===== config.mk =====
export PLATFORM = sky130hd
export DESIGN_NAME = gouram_trace_drain
export DESIGN_NICKNAME = d
export VERILOG_FILES = /design/src/rtl/gouram_trace_drain.sv
export SDC_FILE = /design/constraint.sdc
export NUM_CORES = 1
export LEC_CHECK = 0
export CAP_MARGIN = 0
export CORE_ASPECT_RATIO = 0.7
export CORE_MARGIN = 1.5
export CORE_UTILIZATION = 57
export DETAILED_ROUTE_END_ITERATION = 8
export PLACE_DENSITY_LB_ADDON = 0.05
export REMOVE_ABC_BUFFERS = 1
export SYNTH_ARGS = -nofsm -noshare
export SYNTH_HDL_FRONTEND = slang
export SYNTH_SLANG_ARGS = --single-unit

===== constraint.sdc =====
create_clock -name clk -period 7.1 [get_ports clk]
set_input_delay 1.42 -clock clk [delete_from_list [all_inputs] [get_ports clk]]
set_output_delay 1.42 -clock clk [all_outputs]
set_load 0.005 [all_outputs]

===== src/rtl/gouram_trace_drain.sv =====
// gouram_trace_drain
//   Buffers completed 128-bit Gouram trace records in a small FIFO and
//   serialises each one onto a 32-bit valid/ready sink, least significant
//   word first. Records that arrive while the FIFO is full are dropped and
//   counted in a saturating counter.
//
//   Optional feature: define GOURAM_TRACE_TIMESTAMP_EN to tag each record
//   with a free-running 32-bit cycle count taken at the push edge. The
//   timestamp goes out as an extra leading beat, so each record is 5 beats.
//
// Ports
//   clk            clock, all logic on rising edge
//   rst            synchronous active-high reset
//   enable_i       capture enable; buffered records drain regardless
//   trace_valid_i  one-cycle strobe, trace_data_i holds a record
//   trace_data_i   128-bit trace record
//   m_valid_o      beat valid
//   m_data_o       beat payload
//   m_last_o       final beat of a record
//   m_ready_i      sink accepts beat
//   fifo_level_o   records buffered, including the one being sent
//   drop_count_o   records dropped on full, saturating
module gouram_trace_drain #(
  parameter int DEPTH          = 4,
  parameter int DROP_CNT_WIDTH = 16
) (
  input  logic                      clk,
  input  logic                      rst,
  input  logic                      enable_i,
  input  logic                      trace_valid_i,
  input  logic [127:0]              trace_data_i,
  output logic                      m_valid_o,
  output logic [31:0]               m_data_o,
  output logic                      m_last_o,
  input  logic                      m_ready_i,
  output logic [$clog2(DEPTH):0]    fifo_level_o,
  output logic [DROP_CNT_WIDTH-1:0] drop_count_o
);

  localparam int PW = $clog2(DEPTH);
  localparam int LW = PW + 1;
`ifdef GOURAM_TRACE_TIMESTAMP_EN
  localparam int NBEATS = 5;
`else
  localparam int NBEATS = 4;
`endif
  localparam int BW = $clog2(NBEATS);

  // An entry is stored already split into beat-sized words, beat 0 lowest.
  typedef logic [NBEATS-1:0][31:0] entry_t;
  typedef enum logic {IDLE, SEND} state_t;

  entry_t                    mem [DEPTH];
  entry_t                    wr_entry;
  entry_t                    head;
  logic [PW-1:0]             wr_ptr;
  logic [PW-1:0]             rd_ptr;
  logic [LW-1:0]             level;
  logic [BW-1:0]             beat_cnt;
  logic [BW-1:0]             beat_cnt_d;
  logic [DROP_CNT_WIDTH-1:0] drop_cnt;
  state_t                    state_q;
  state_t                    state_d;
  logic                      last_beat;
  logic                      pop;
  logic                      push;
  logic                      drop;

  function automatic logic [DROP_CNT_WIDTH-1:0] sat_inc(
    input logic [DROP_CNT_WIDTH-1:0] x
  );
    return (&x) ? x : x + 1'b1;
  endfunction

`ifdef GOURAM_TRACE_TIMESTAMP_EN
  logic [31:0] ts_cnt;

  always_ff @(posedge clk) begin
    if (rst) ts_cnt <= '0;
    else     ts_cnt <= ts_cnt + 1'b1;
  end

  // Timestamp occupies word 0 so it leaves as the first beat.
  assign wr_entry = {trace_data_i, ts_cnt};
`else
  assign wr_entry = trace_data_i;
`endif

  assign last_beat = (beat_cnt == BW'(NBEATS - 1));
  assign pop       = (state_q == SEND) && m_ready_i && last_beat;
  // A pop on the same edge frees a slot, so a full FIFO still accepts.
  assign push      = trace_valid_i && enable_i && ((level != LW'(DEPTH)) || pop);
  assign drop      = trace_valid_i && enable_i && !push;

  // Record storage: data only, never reset.
  always_ff @(posedge clk) begin
    if (push) mem[wr_ptr] <= wr_entry;
  end

  // Control state: pointers, level, drop counter, FSM.
  always_ff @(posedge clk) begin
    if (rst) begin
      wr_ptr   <= '0;
      rd_ptr   <= '0;
      level    <= '0;
      drop_cnt <= '0;
      state_q  <= IDLE;
      beat_cnt <= '0;
    end else begin
      if (push) wr_ptr <= wr_ptr + 1'b1;
      if (pop)  rd_ptr <= rd_ptr + 1'b1;
      case ({push, pop})
        2'b10:   level <= level + 1'b1;
        2'b01:   level <= level - 1'b1;
        default: level <= level;
      endcase
      if (drop) drop_cnt <= sat_inc(drop_cnt);
      state_q  <= state_d;
      beat_cnt <= beat_cnt_d;
    end
  end

  always_comb begin
    state_d    = state_q;
    beat_cnt_d = beat_cnt;
    case (state_q)
      IDLE: begin
        beat_cnt_d = '0;
        if (push) state_d = SEND;
      end
      SEND: begin
        if (m_ready_i) begin
          if (last_beat) begin
            beat_cnt_d = '0;
            // Only go idle when the popped record was the last one and
            // nothing new lands on the same edge.
            if ((level == LW'(1)) && !push) state_d = IDLE;
          end else begin
            beat_cnt_d = beat_cnt + 1'b1;
          end
        end
      end
      default: begin
        state_d    = IDLE;
        beat_cnt_d = '0;
      end
    endcase
  end

  assign head         = mem[rd_ptr];
  assign m_valid_o    = (state_q == SEND);
  assign m_data_o     = m_valid_o ? head[beat_cnt] : '0;
  assign m_last_o     = m_valid_o && last_beat;
  assign fifo_level_o = level;
  assign drop_count_o = drop_cnt;

endmodule

==> metrics.md, run 1 <==
| Metric | Value |
|---|---|
| Status | completed |
| Primary FF master, synth | edfxtp_1 |
| Via count | 10301 |
| Register bit total from synthesis | 540 |
| Final cell count without fillers | 1723 |
| Vias in the first global route | 10713 |
| Worst skew pair latency | 560 ps |
| Slowest CP cell | dfxtp_4 |
| Starting Density | 0.580 |
| Post-Route WL | 41200 µm |
| # fillers | 2335 |
| Die W | 232 µm |
| Power Internal | 5190 µW |
| Layout net count | 1346 |
| Final setup fails | 0 |
| CP bufs+invs | 2 |
| Switching Fraction | 0.196 |
| GRT overflow | 0 |
| Clk slew on worst S/H paths | 60 ps |
| Unrepaired setup endpoints after global routing | false |
| Unique masters post-synth | 42 |
| Mapped Cells | 1001 |
| Share of power burned in registers | 0.554 |
| # clock sinks | 540 |
| Routability-driven placement congestion ratio | 0.771 |
| CP max FO | 56 |
| Die height | 163 µm |
| Clock Power Share | 0.403 |
| Max Freq | 206 MHz |
| Area Overhead vs Synth | 19.2% |
| Final period util | 0.682 |
| CTS tree | built |
| Post_cts resized | 0 |
| Fin worst setup slack | 2260 ps |
| Final Util | 0.692 |
| Multi-input logic area | 4710 µm² |
| # hold bufs at CTS | 0 |
| Root Driver | clkbuf_16 |
| EDFF count, synth | 512 |
| Pre-CTS WS | 2370 ps |
| Fin crit period | 4840 ps |
| Kind of critical path | flip-flop to primary output |
| Peak supply drop | 0.231 mV |
| # rows | 58 |
| Synthesized area | 20900 µm² |
| DP Wirelength | 23500 µm |
| Worst path required time | 5680 ps |
| Leakage | 0.00757 µW |
| YS warnings | 0 |
| Syn avg cell area | 20.9 µm² |
| Switching Power | 1260 µW |
| Clk buf depth | 3 |
| CP max stage delay | 880 ps |
| Delay-heaviest family, CP | buffers and inverters |
| Final hold viol count | 0 |
| Largest net degree at the start of global routing | 103 |
| Slew Viols, Final | 0 |
| H-tree depth | 2 |
| Via density per instance | 5.98 |
| Antenna Nets Post-Route | 0 |
| Area of the die | 37800 µm² |
| CP startpoint kind | flip-flop |
| Worst-margin pin slew | 1090 ps |
| Hold Crit Class | flip-flop to flip-flop |
| Clock skew | 15.6 ps |
| CP Capture Type | primary output |
| Max Cap Viol | 0 |
| Layout cells sized above 1 | 0.177 |
| Area of the core | 36000 µm² |
| Placed Cells incl. Taps | 1631 |
| IO Port Bufs | 185 |
| DRC Markers | 0 |
| Async SR Flop Fraction | 0 |
| Gr usage total | 0.225 |
| Postcts setup bufs | 0 |
| Register area | 15900 µm² |
| Slew Limit Headroom | 0.272 |
| Critical path arrival | 3420 ps |
| CP cell instances | buf_4, mux4_2, mux2i_1, o22ai_1, clkdlybuf4s50_1 |
| Pwr per Cell Area | 259 nW/µm² |
| TritonRoute pass-1 iters | 7 |
| Avg WL per Cell | 23.9 µm |
| CTS Buf Count | 50 |
| Combinational share of power | 0.043 |
| Initial DRC count | 948 |
| Seq/Total Area, Yosys | 0.763 |
| IO Pins | 186 |
| Initial antenna violation count | 4 |
| Global-route wire length before repair | 63400 µm |
cells in the mapped netlist (all sizes together) (2+ instances only):
library cell  instances  area, µm²
buf                  26        125
and2                  8       50.1
o22ai                23        144
dfxtp                28        561
clkbuf               25       93.8
xnor2                 2       17.5
o211ai                9       67.6
and3                  4       25.0
inv                   7       26.3
nor2                 17       63.8
mux2                  5       56.3
or4                  10       78.8
nand2                36        135
mux2i                66        661
nand2b                2       12.5
o41ai                 2       17.5
edfxtp              512      15400
nor4                  6       43.8
a21oi                16       80.1
nand4b                2       17.5
nand4                14       87.6
a32oi                 9       78.8
o31ai                 6       45.0
o21ai                 2       10.0
nor2b                 7       43.8
ha                   10        125
nand3                14       70.1
nor3                  6       30.0
mux4                119       2680
power groups by stage:
stage	Combinational [µW]	Sequential, µW	Clock (µW)
after detailed placement	277	3640	0
final	275	3580	2600
after floorplan	101	3650	0
after global routing	298	3580	2780
after global placement	272	3640	0
after CTS	278	3580	2650
placed cells by master, fill, tap and decap left out, drive strengths merged, types with 16 or more instances in the layout:
master         Yosys  layout
buf               26      16
mux4             119     119
clkbuf            25      58
clkinv             0      24
o22ai             23      23
edfxtp           512     512
dfxtp             28      28
nand2             36      36
nor2              17      17
mux2i             66      66
clkdlybuf4s50      0     185
a21oi             16      16
area by class of cell:
cell class / count / share of cell area
Sequential cell: 540 / 0.641
Multi-Input combinational cell: 403 / 0.189
Timing Repair Buffer: 201 / 0.0812
Clock buffer: 58 / 0.0523
Tap cell: 480 / 0.0241
Clock inverter: 33 / 0.0115
Inverter: 7 / 0.00106
Antenna cell: 1 / 0.000101
metrics by stage:
stage	hold WS (ps)	total power, µW	setup TNS (ps)	area (µm²)
4_1_cts	530	6510	0	24900
6_report	528	6450	0	24900
3_5_place_dp	516	3920	0	23300
2_1_floorplan	483	3750	-25320	20700
3_3_place_gp	506	3910	0	23300
5_1_grt	571	6660	0	24900
kinds of logic after synthesis:
| logic type | count (synthesis) | synth area share |
|---|---|---|
| xor+xnor | 3 | 0.00126 |
| fa+ha+maj | 10 | 0.00599 |
| compound gates | 72 | 0.0230 |
| buf+inv | 58 | 0.0117 |
| simple gates | 128 | 0.0322 |
| flops | 540 | 0.763 |
| mux | 190 | 0.163 |
final timing paths:
check / startpoint / end / slack [ps] / depth (start not counted)
worst max-delay path: flip-flop / m_data_o[0] / 2260 / 5
worst min-delay path: rd_ptr[1]$_SDFFE_PP0P_ / rd_ptr[1]$_SDFFE_PP0P_ / 530 / 2
worst max register to register: beat_cnt[0]$_SDFFE_PP0P_ / mem[3][104]$_DFFE_PP_ / 3300 / 5
worst min register to register: rd_ptr[1]$_SDFFE_PP0P_ / rd_ptr[1]$_SDFFE_PP0P_ / 530 / 2
layer usage:
metal | wire, µm | vias up | track usage
met5 | 24 | - | 0
met4 | 592 | 4 | 0.0487
met3 | 2440 | 57 | 0.0398
met2 | 20100 | 306 | 0.355
met1 | 18100 | 5339 | 0.334
li1 | - | 4595 | -
tightest hold or removal path: cells and delay by family, from the launching register on:
family,cells,cell delay (ps)
simple gates,1,100
flops,1,320
xor+xnor,1,60
sequential cells by signal, summed over array words and instances (netlist names), named ones only:
register / cells
beat_cnt: 2
fifo_level_o: 3
drop_count_o: 16
m_valid_o: 1
mem: 512
rd_ptr: 2
wr_ptr: 2
No activity file was read; power rests on OpenSTA's default activity.
==> run 2: changes to the inputs <==
clock period = 4.5 ns   (was 7.1 ns; I/O delays follow)
==> metrics.md, run 2 (synthesis results as in run 1) <==
| Metric | Value |
|---|---|
| Pwr per Cell Area | 404 nW/µm² (was 259 nW/µm²) |
| Tot Pwr | 10100 µW (was 6450 µW) |
| Via density per instance | 5.92 (was 5.98) |
| Max reg flops | 512 (unchanged) |
| Final Util | 0.697 (was 0.692) |
| Commonest non-fill, non-tap cells in the layout | 512 x edfxtp_1, 185 x clkdlybuf4s50_1, 119 x mux4_2 (unchanged) |
| Die height | 163 µm (unchanged) |
| Fin worst setup slack | 479 ps (was 2260 ps) |
| Final setup fails | 0 (unchanged) |
| Final hold viol count | 0 (unchanged) |
| CP Capture Type | primary output (unchanged) |
| Fin crit period | 4020 ps |
| Worst skew pair latency | 560 ps (about the same) |
| IO Port Bufs | 185 (unchanged) |
| Clock skew | 11.1 ps (was 15.6 ps) |
| Root Driver | clkbuf_16 (unchanged) |
| Largest net degree at the start of global routing | 58 (was 103) |
| DRC Markers | 0 (unchanged) |
| Worst-margin pin slew | 1270 ps (was 1090 ps) |
| Status | completed (unchanged) |
| Gr usage total | 0.222 (was 0.225) |
| Vias in the first global route | 10413 (was 10713) |
| CP startpoint kind | flip-flop (unchanged) |
| Critical path arrival | 3120 ps (was 3420 ps) |
| Via count | 10255 (was 10301) |
| Initial DRC count | 879 (was 948) |
| Power Internal | 8150 µW (was 5190 µW) |
| Max Cap Viol | 0 (unchanged) |
| Area Overhead vs Synth | 20.1% (was 19.2%) |
| CTS tree | built (unchanged) |
| Pre-CTS WS | 1070 ps (was 2370 ps) |
| Layout cells sized above 1 | 0.184 (was 0.177) |
| IO Pins | 186 (unchanged) |
| Worst path required time | 3600 ps (was 5680 ps) |
| DP Wirelength | 24600 µm (was 23500 µm) |
| Most common cell after layout, fill and taps aside | edfxtp_1 (unchanged) |
| Leakage | 0.00766 µW (was 0.00757 µW) |
| Area of the core | 36000 µm² (unchanged) |
| Reg2Reg Setup Slack | 1660 ps (was 3300 ps) |
| Switching Fraction | 0.196 (about the same) |
| Slew Viols, Final | 0 (unchanged) |
| Postcts setup bufs | 0 (unchanged) |
| Share of power burned in registers | 0.556 (was 0.554) |
| Post-Route WL | 40700 µm (was 41200 µm) |
| GR Layer Usage met2 | 0.355 (about the same) |
| Clk slew on worst S/H paths | 60 ps (about the same) |
| Routability-driven placement congestion ratio | 0.754 (was 0.771) |
| Placed cell areas | 23500 µm² (was 23300 µm²) |
| Unrepaired setup endpoints after global routing | false (unchanged) |
| Clk buf depth | 3 (unchanged) |
| Slew Limit Headroom | 0.149 (was 0.272) |
| Area of the die | 37800 µm² (unchanged) |
| Global-route wire length before repair | 62400 µm (was 63400 µm) |
| Global routing usage on met3 | 0.0402 (was 0.0398) |
| Peak supply drop | 0.374 mV (was 0.231 mV) |
| # clock sinks | 540 (unchanged) |
| Layout net count | 1356 (was 1346) |
| Post_cts resized | 0 (unchanged) |
| Die W | 232 µm (unchanged) |
| Final instance area | 25100 µm² (was 24900 µm²) |
| CP max FO | 40 (was 56) |
| Switching Power | 1990 µW (was 1260 µW) |
| Most Crowded Layer GR | met2 (unchanged) |
| Avg WL per Cell | 23.5 µm (was 23.9 µm) |
| # hold bufs at CTS | 0 (unchanged) |
| Starting Density | 0.580 (unchanged) |
| Worst Hold Slack | 533 ps (was 528 ps) |
| Max Freq | 249 MHz |
| Antenna Nets Post-Route | 0 (unchanged) |
| TritonRoute pass-1 iters | 5 (was 7) |
| H-tree depth | 2 (unchanged) |
| Kind of critical path | flip-flop to primary output (unchanged) |
| GRT overflow | 0 (unchanged) |
| Combinational share of power | 0.044 (was 0.043) |
| Initial antenna violation count | 2 (was 4) |
| Final period util | 0.894 |
| CTS Buf Count | 50 (unchanged) |
| Clock Power Share | 0.400 (was 0.403) |
| # rows | 58 (unchanged) |
| Hold Crit Class | flip-flop to flip-flop (unchanged) |
| Most flops, register | mem (unchanged) |
| GR Layer Usage met1 | 0.327 (was 0.334) |
run 2: cell types whose count changed in the layout (fill, tap and decap cells not counted), sizes merged:
cell / delta
buf: +10
clkbuf: -3
clkinv: +3
clkinvlp: -2
run 2: layout make-up:
| type | count | area [µm²] |
|---|---|---|
| sequential | 540 | 15900 |
| fill | 2303 | 10900 |
| multi-input combinational | 403 | 4710 |
| timing repair buffer | 211 | 2230 |
| clock buffer | 55 | 1270 |
| tap | 480 | 601 |
| clock inverter | 34 | 297 |
| inverter | 7 | 26.3 |
| antenna | 1 | 2.50 |
run 2: critical path: stages (launching register included):
cell and delay, ps:
dfxtp_4 620, buf_4 580, mux4_2 390, mux2i_1 300
o22ai_1 150, clkdlybuf4s50_1 500
run 2: routing by layer:
metal / vias up / part of all wire
met5: - / 0.00032
met4: 2 / 0.012
met3: 45 / 0.054
met2: 261 / 0.49
met1: 5321 / 0.44
li1: 4626 / -
run 2: power groups by stage:
| stage | logic [µW] | clock network (µW) | registers, µW |
|---|---|---|---|
| 2_1_floorplan | 159 | 0 | 5760 |
| 3_5_place_dp | 446 | 0 | 5750 |
| 6_report | 442 | 4060 | 5640 |
| 4_1_cts | 447 | 4150 | 5640 |
| 3_3_place_gp | 439 | 0 | 5740 |
| 5_1_grt | 477 | 4350 | 5640 |
run 2: per-stage QoR:
step	setup TNS, ps	std cells
floorplan	-1129230	950
CTS	0	1730
global route	0	1730
finish	0	1731
detailed placement	0	1641
global placement	0	1641
run 2: worst paths after layout:
path,to,depth (start not counted),startpoint
max,m_data_o[1],5,flip-flop
min,drop_count_o[4]$_SDFFE_PP0P_,2,drop_count_o[4]$_SDFFE_PP0P_
max reg2reg,mem[2][8]$_DFFE_PP_,6,beat_cnt[0]$_SDFFE_PP0P_
min reg2reg,drop_count_o[4]$_SDFFE_PP0P_,2,drop_count_o[4]$_SDFFE_PP0P_
